`config.mk`:
```
export PLATFORM = sky130hd
export DESIGN_NAME = sram_ctrl
export DESIGN_NICKNAME = d
export VERILOG_FILES = /design/src/rtl/sram_ctrl_pkg.sv /design/src/rtl/sram_ctrl.sv
export SDC_FILE = /design/constraint.sdc
export NUM_CORES = 1
export LEC_CHECK = 0
export CAP_MARGIN = 10
export CORE_MARGIN = 1.5
export CORE_UTILIZATION = 40
export CTS_BUF_LIST = sky130_fd_sc_hd__clkbuf_8
export DETAILED_ROUTE_END_ITERATION = 10
export GPL_TIMING_DRIVEN = 1
export PLACE_DENSITY = 0.79
export SLEW_MARGIN = 20
export SYNTH_ARGS = -nofsm -noshare
export SYNTH_HDL_FRONTEND = slang
export SYNTH_SLANG_ARGS = --single-unit
```
`constraint.sdc`:
```
create_clock -name clk -period 1.95 [get_ports clk]
set_input_delay 0.39 -clock clk [delete_from_list [all_inputs] [get_ports clk]]
set_output_delay 0.39 -clock clk [all_outputs]
set_load 0.1 [all_outputs]
```
`src/rtl/sram_ctrl_pkg.sv`:
```
// Shared types and default geometry/timing for the asynchronous SRAM controller.
package sram_ctrl_pkg;

    localparam int unsigned SRAM_ADDR_W  = 18;
    localparam int unsigned SRAM_DATA_W  = 16;
    localparam int unsigned SRAM_BE_W    = 2;
    localparam int unsigned SRAM_RD_WAIT = 2;
    localparam int unsigned SRAM_WR_WAIT = 2;

    typedef enum logic [2:0] {
        ST_IDLE     = 3'd0,
        ST_RD       = 3'd1,
        ST_WR_SETUP = 3'd2,
        ST_WR_PULSE = 3'd3,
        ST_WR_HOLD  = 3'd4
    } state_t;

    typedef struct packed {
        logic ce_n;
        logic oe_n;
        logic we_n;
        logic lb_n;
        logic ub_n;
        logic dq_oe;
    } pins_t;

    localparam pins_t PINS_IDLE = '{ce_n: 1'b1, oe_n: 1'b1, we_n: 1'b1,
                                    lb_n: 1'b1, ub_n: 1'b1, dq_oe: 1'b0};

    // Pin levels for the cycle spent in a given state.
    function automatic pins_t pins_for(input state_t st, input logic [SRAM_BE_W-1:0] be);
        pins_t p;
        p = PINS_IDLE;
        case (st)
            ST_RD: begin
                p.ce_n = 1'b0;
                p.oe_n = 1'b0;
                p.lb_n = ~be[0];
                p.ub_n = ~be[1];
            end
            ST_WR_SETUP: begin
                p.ce_n  = 1'b0;
                p.dq_oe = 1'b1;
            end
            ST_WR_PULSE: begin
                p.ce_n  = 1'b0;
                p.we_n  = 1'b0;
                p.lb_n  = ~be[0];
                p.ub_n  = ~be[1];
                p.dq_oe = 1'b1;
            end
            ST_WR_HOLD: begin
                p.ce_n  = 1'b0;
                p.dq_oe = 1'b1;
            end
            default: ;
        endcase
        return p;
    endfunction

endpackage

```
`src/rtl/sram_ctrl.sv`:
```
// Single-word request responder driving an external asynchronous 256Kx16 SRAM
// with programmable read/write wait states and registered, glitch-free pins.
module sram_ctrl
    import sram_ctrl_pkg::*;
#(
    parameter int unsigned ADDR_W  = SRAM_ADDR_W,
    parameter int unsigned DATA_W  = SRAM_DATA_W,
    parameter int unsigned RD_WAIT = SRAM_RD_WAIT,
    parameter int unsigned WR_WAIT = SRAM_WR_WAIT
) (
    input  logic                 clk,
    input  logic                 rst_n,
    input  logic                 sram_req,
    input  logic                 sram_rd,
    input  logic [SRAM_BE_W-1:0] sram_be,
    input  logic [ADDR_W-1:0]    sram_addr,
    input  logic [DATA_W-1:0]    sram_wr_data,
    output logic                 sram_ready,
    output logic [DATA_W-1:0]    sram_rd_data,
    output logic                 sram_rd_data_vld,
    output logic [ADDR_W-1:0]    mem_a,
    output logic [DATA_W-1:0]    mem_dq_o,
    output logic                 mem_dq_oe,
    input  logic [DATA_W-1:0]    mem_dq_i,
    output logic                 mem_ce_n,
    output logic                 mem_oe_n,
    output logic                 mem_we_n,
    output logic                 mem_lb_n,
    output logic                 mem_ub_n
);

    localparam int unsigned MAX_WAIT = (RD_WAIT > WR_WAIT) ? RD_WAIT : WR_WAIT;
    localparam int unsigned CNT_W    = $clog2(MAX_WAIT + 1);

    state_t               state_q, state_d;
    logic [CNT_W-1:0]     cnt_q, cnt_d;
    logic [SRAM_BE_W-1:0] be_q, be_d;
    logic [ADDR_W-1:0]    addr_q, addr_d;
    logic [DATA_W-1:0]    dq_o_q, dq_o_d;
    logic [DATA_W-1:0]    rd_data_q, rd_data_d;
    logic                 vld_q, vld_d;
    pins_t                pins_q, pins_d;
    logic                 accept;

    assign accept     = sram_req && (state_q == ST_IDLE);
    assign sram_ready = accept;

    // Next state, captured request fields and next pin levels.
    always_comb begin
        state_d   = state_q;
        cnt_d     = cnt_q;
        be_d      = be_q;
        addr_d    = addr_q;
        dq_o_d    = dq_o_q;
        rd_data_d = rd_data_q;
        vld_d     = 1'b0;

        case (state_q)
            ST_IDLE: begin
                if (accept) begin
                    addr_d = sram_addr;
                    be_d   = sram_be;
                    if (sram_rd) begin
                        state_d = ST_RD;
                        cnt_d   = CNT_W'(RD_WAIT - 1);
                    end else begin
                        state_d = ST_WR_SETUP;
                        dq_o_d  = sram_wr_data;
                    end
                end
            end
            ST_RD: begin
                if (cnt_q == '0) begin
                    state_d   = ST_IDLE;
                    rd_data_d = mem_dq_i;
                    vld_d     = 1'b1;
                end else begin
                    cnt_d = cnt_q - CNT_W'(1);
                end
            end
            ST_WR_SETUP: begin
                state_d = ST_WR_PULSE;
                cnt_d   = CNT_W'(WR_WAIT - 1);
            end
            ST_WR_PULSE: begin
                if (cnt_q == '0) begin
                    state_d = ST_WR_HOLD;
                end else begin
                    cnt_d = cnt_q - CNT_W'(1);
                end
            end
            ST_WR_HOLD: begin
                state_d = ST_IDLE;
            end
            default: begin
                state_d = ST_IDLE;
            end
        endcase

        // Pins are registered from the next state so each state's levels appear in its own cycle.
        pins_d = pins_for(state_d, be_d);
    end

    always_ff @(posedge clk or negedge rst_n) begin
        if (!rst_n) begin
            state_q   <= ST_IDLE;
            cnt_q     <= '0;
            be_q      <= '0;
            addr_q    <= '0;
            dq_o_q    <= '0;
            rd_data_q <= '0;
            vld_q     <= 1'b0;
            pins_q    <= PINS_IDLE;
        end else begin
            state_q   <= state_d;
            cnt_q     <= cnt_d;
            be_q      <= be_d;
            addr_q    <= addr_d;
            dq_o_q    <= dq_o_d;
            rd_data_q <= rd_data_d;
            vld_q     <= vld_d;
            pins_q    <= pins_d;
        end
    end

    assign sram_rd_data     = rd_data_q;
    assign sram_rd_data_vld = vld_q;
    assign mem_a            = addr_q;
    assign mem_dq_o         = dq_o_q;
    assign mem_dq_oe        = pins_q.dq_oe;
    assign mem_ce_n         = pins_q.ce_n;
    assign mem_oe_n         = pins_q.oe_n;
    assign mem_we_n         = pins_q.we_n;
    assign mem_lb_n         = pins_q.lb_n;
    assign mem_ub_n         = pins_q.ub_n;

endmodule

```
==> run_results.csv <==
group,metric,value,unit
run_status,outcome,"finished clean",
setup_path,crit_buf_inv,3,
setup_path,cp_slowest_cell,"clkdlybuf4s50_1",
yosys,synth_area,2410,um^2
placement,io_buffers,113,
global_route,grt_max_degree,39,
drt,vias_per_cell,4.65,
timing,setup_slack,0.0682,ns
timing,finalSetupTns,0,ns
timing,rsz0062_at_grt,"no",
timing,skew,0.00802,ns
yosys,ys_async_sr_fraction,100,%
clock_network,cts.hold.buffers_added,0,
setup_path,startpoint_type,"input pin",
setup_path,worstPathMaxFanout,9,
floorplanning,die_x,80.6,um
setup_path,cp.depth,4,
placement,place.gp.congestion,0.752,
cells_and_area,syn2layout_area_growth,60.0,%
floorplanning,die_y,80.6,um
cells_and_area,nets,333,
floorplanning,row_count,28,
cells_and_area,post-route-util,65.8,%
global_route,first_global_vias,1736,
setup_path,arrival,1.49,ns
timing,maxSlewHeadroom,77.2,%
clock_network,h-tree-depth,3,
drt,wl_per_cell,13.8,um
drt,drc_errors,0,
global_route,antenna_found_initial,0,
setup_path,worstSetupEndpointType,"output port",
cells_and_area,drive_above_1_share,50.4,%
setup_path,critical_path.top_delay_family,"buffers and inverters",
yosys,synth_cell_types,23,
clock_network,postCtsSetupBuffers,0,
timing,fmax,531,MHz
floorplanning,ios,114,
yosys,seq_area_frac_synth,66.8,%
clock_network,cts_buffers,9,
run,cap_viol_max_count,0,
clock_network,clkSinkCount,64,
drt,initialDrtViolationCount,58,
timing,layout_min_cycle_time,1.88,ns
drt,wl,4.92,mm
floorplanning,initial_core_util,41.1,%
clock_network,tritoncts,"done",
timing,slew_violations,0,
drt,route.vias.total,1651,
setup_path,worstPathRequired,1.56,ns
drt,dr.pass1.iters,4,
floorplanning,core_area,5850,um^2
setup_path,critPathKind,"input pin to output port",
cells_and_area,n_fill_cell,442,
timing,setup_viol,0,
yosys,syn_nets,202,
drt,ant_nets,0,
timing,hold_violations,0,
clock_network,clock_latency,0.33,ns
clock_network,clk_pin_slew,0.07,ns
timing,tightestPinTransition,0.343,ns
global_route,gr-total-overflow,0,
clock_network,clk_path_buf_depth,2,
yosys,synth-seq-cells,64,
setup_path,worst_path_largest_cell_delay,0.49,ns
timing,fin_crit_sh,96.5,%
yosys,synth_edf_count,0,
hold_path,hp-class,"input pin to asynchronous set/reset pin",
yosys,netlist_instances,145,
setup_path,path_cells,"clkdlybuf4s50_1 -> nor4b_4 -> buf_6 -> buf_12",
yosys,ys.flop_type,"dfrtp_1",
cells_and_area,instances_no_fill,355,
floorplanning,die-area,6490,um^2
placement,dp.cells,340,
cells_and_area,antenna_cells,0,
global_route,grt_pass1_wl,7.77,mm
placement,place_ws,0.00720,ns
clock_network,root_buffer,"clkbuf_8",
yosys,synth_warnings,0,
global_route,grt_util_all_layers,16.3,%
placement,dp_hpwl,3.75,mm
setup_path,reg2regPathDepth,6,
yosys,synth_area_per_cell,16.6,um^2
==> routing by layer <==
layer / vias to the layer above / global-route usage [%] / part of all wire (%)
met5: - / 0 / 0
met4: 0 / 8.28 / 2.0
met3: 11 / 6.25 / 8.3
met2: 70 / 26.7 / 49
met1: 803 / 18.5 / 41
li1: 767 / - / -
==> through the flow <==
stage,hold WS (ns),area (um^2)
after floorplan,0.0944,2410
after global placement,0.388,3660
after detailed placement,0.394,3660
after CTS,0.0255,3840
after global routing,0.0310,3850
final,0.0404,3850
==> synth_stat cells (2+ instances only) <==
| library cell | instances | area [um^2] |
|---|---|---|
| mux2_1 | 7 | 78.8 |
| nand2_1 | 6 | 22.5 |
| dfstp_2 | 5 | 131 |
| nor2_1 | 2 | 7.51 |
| inv_1 | 2 | 7.51 |
| mux2_2 | 46 | 518 |
| dfrtp_1 | 59 | 1480 |
| buf_2 | 2 | 10.0 |
| buf_6 | 2 | 22.5 |
==> sequential cells by signal, summed over array words and instances, names as in the netlist <==
signal,flops
sram_rd_data,16
mem_oe_n,1
mem_a,18
mem_dq_o,16
mem_ce_n,1
state_q,3
mem_lb_n,1
cnt_q,2
mem_we_n,1
mem_dq_oe,1
mem_ub_n,1
sram_rd_data_vld,1
be_q,2
==> cells in the final DEF (no fill, tap or decap), types with 2 or more instances in the layout <==
master	instances
nor2_1	2
clkbuf_8	13
dfrtp_1	57
buf_12	10
nand2_1	6
inv_1	4
dfrtp_2	2
mux2_1	7
dfstp_2	5
buf_4	59
mux2_2	46
clkdlybuf4s50_1	54
==> worst paths after layout <==
check | from | endpoint | slack (ns)
min in group clk | mem_dq_o[14] | mem_dq_o[14] | 0.48
max in group asynchronous | rst_n | mem_we_n | 1.62
worst min register to register | mem_dq_o[14] | mem_dq_o[14] | 0.48
worst min-delay path | rst_n | sram_rd_data[2] | 0.04
worst max register to register | cnt_q[0] | sram_rd_data[5] | 0.29
worst max-delay path | sram_req | sram_ready | 0.07
==> repair_timing <==
item | CTS | global route
setup endpoints to repair | 0 | 1
endpoints found under the hold margin | 0 | 0
gates resized for setup | 0 | 3
==> cells by family (layout without fill, tap and decap cells) <==
kind of cell / count (synthesis) / after routing / synth area share (%)
compound gates: 2 / 2 / 0.624
fa+ha+maj: 1 / 1 / 0.520
buf+inv: 7 / 142 / 1.98
flops: 64 / 64 / 66.8
mux: 54 / 54 / 25.2
simple gates: 17 / 17 / 4.84
==> area by class of cell <==
type | count | area (um^2) | share of cell area [%]
clock buffers | 13 | 179 | 4.65
clock inverters | 2 | 7.51 | 0.195
inverters | 2 | 7.51 | 0.195
multi-input cells | 74 | 751 | 19.5
flip-flops and latches | 64 | 1610 | 41.8
well taps | 75 | 93.8 | 2.44
repair buffers | 125 | 1200 | 31.2
Power is not shown: default switching activity piles up to over one toggle a cycle in this logic, so the estimate is an artifact.
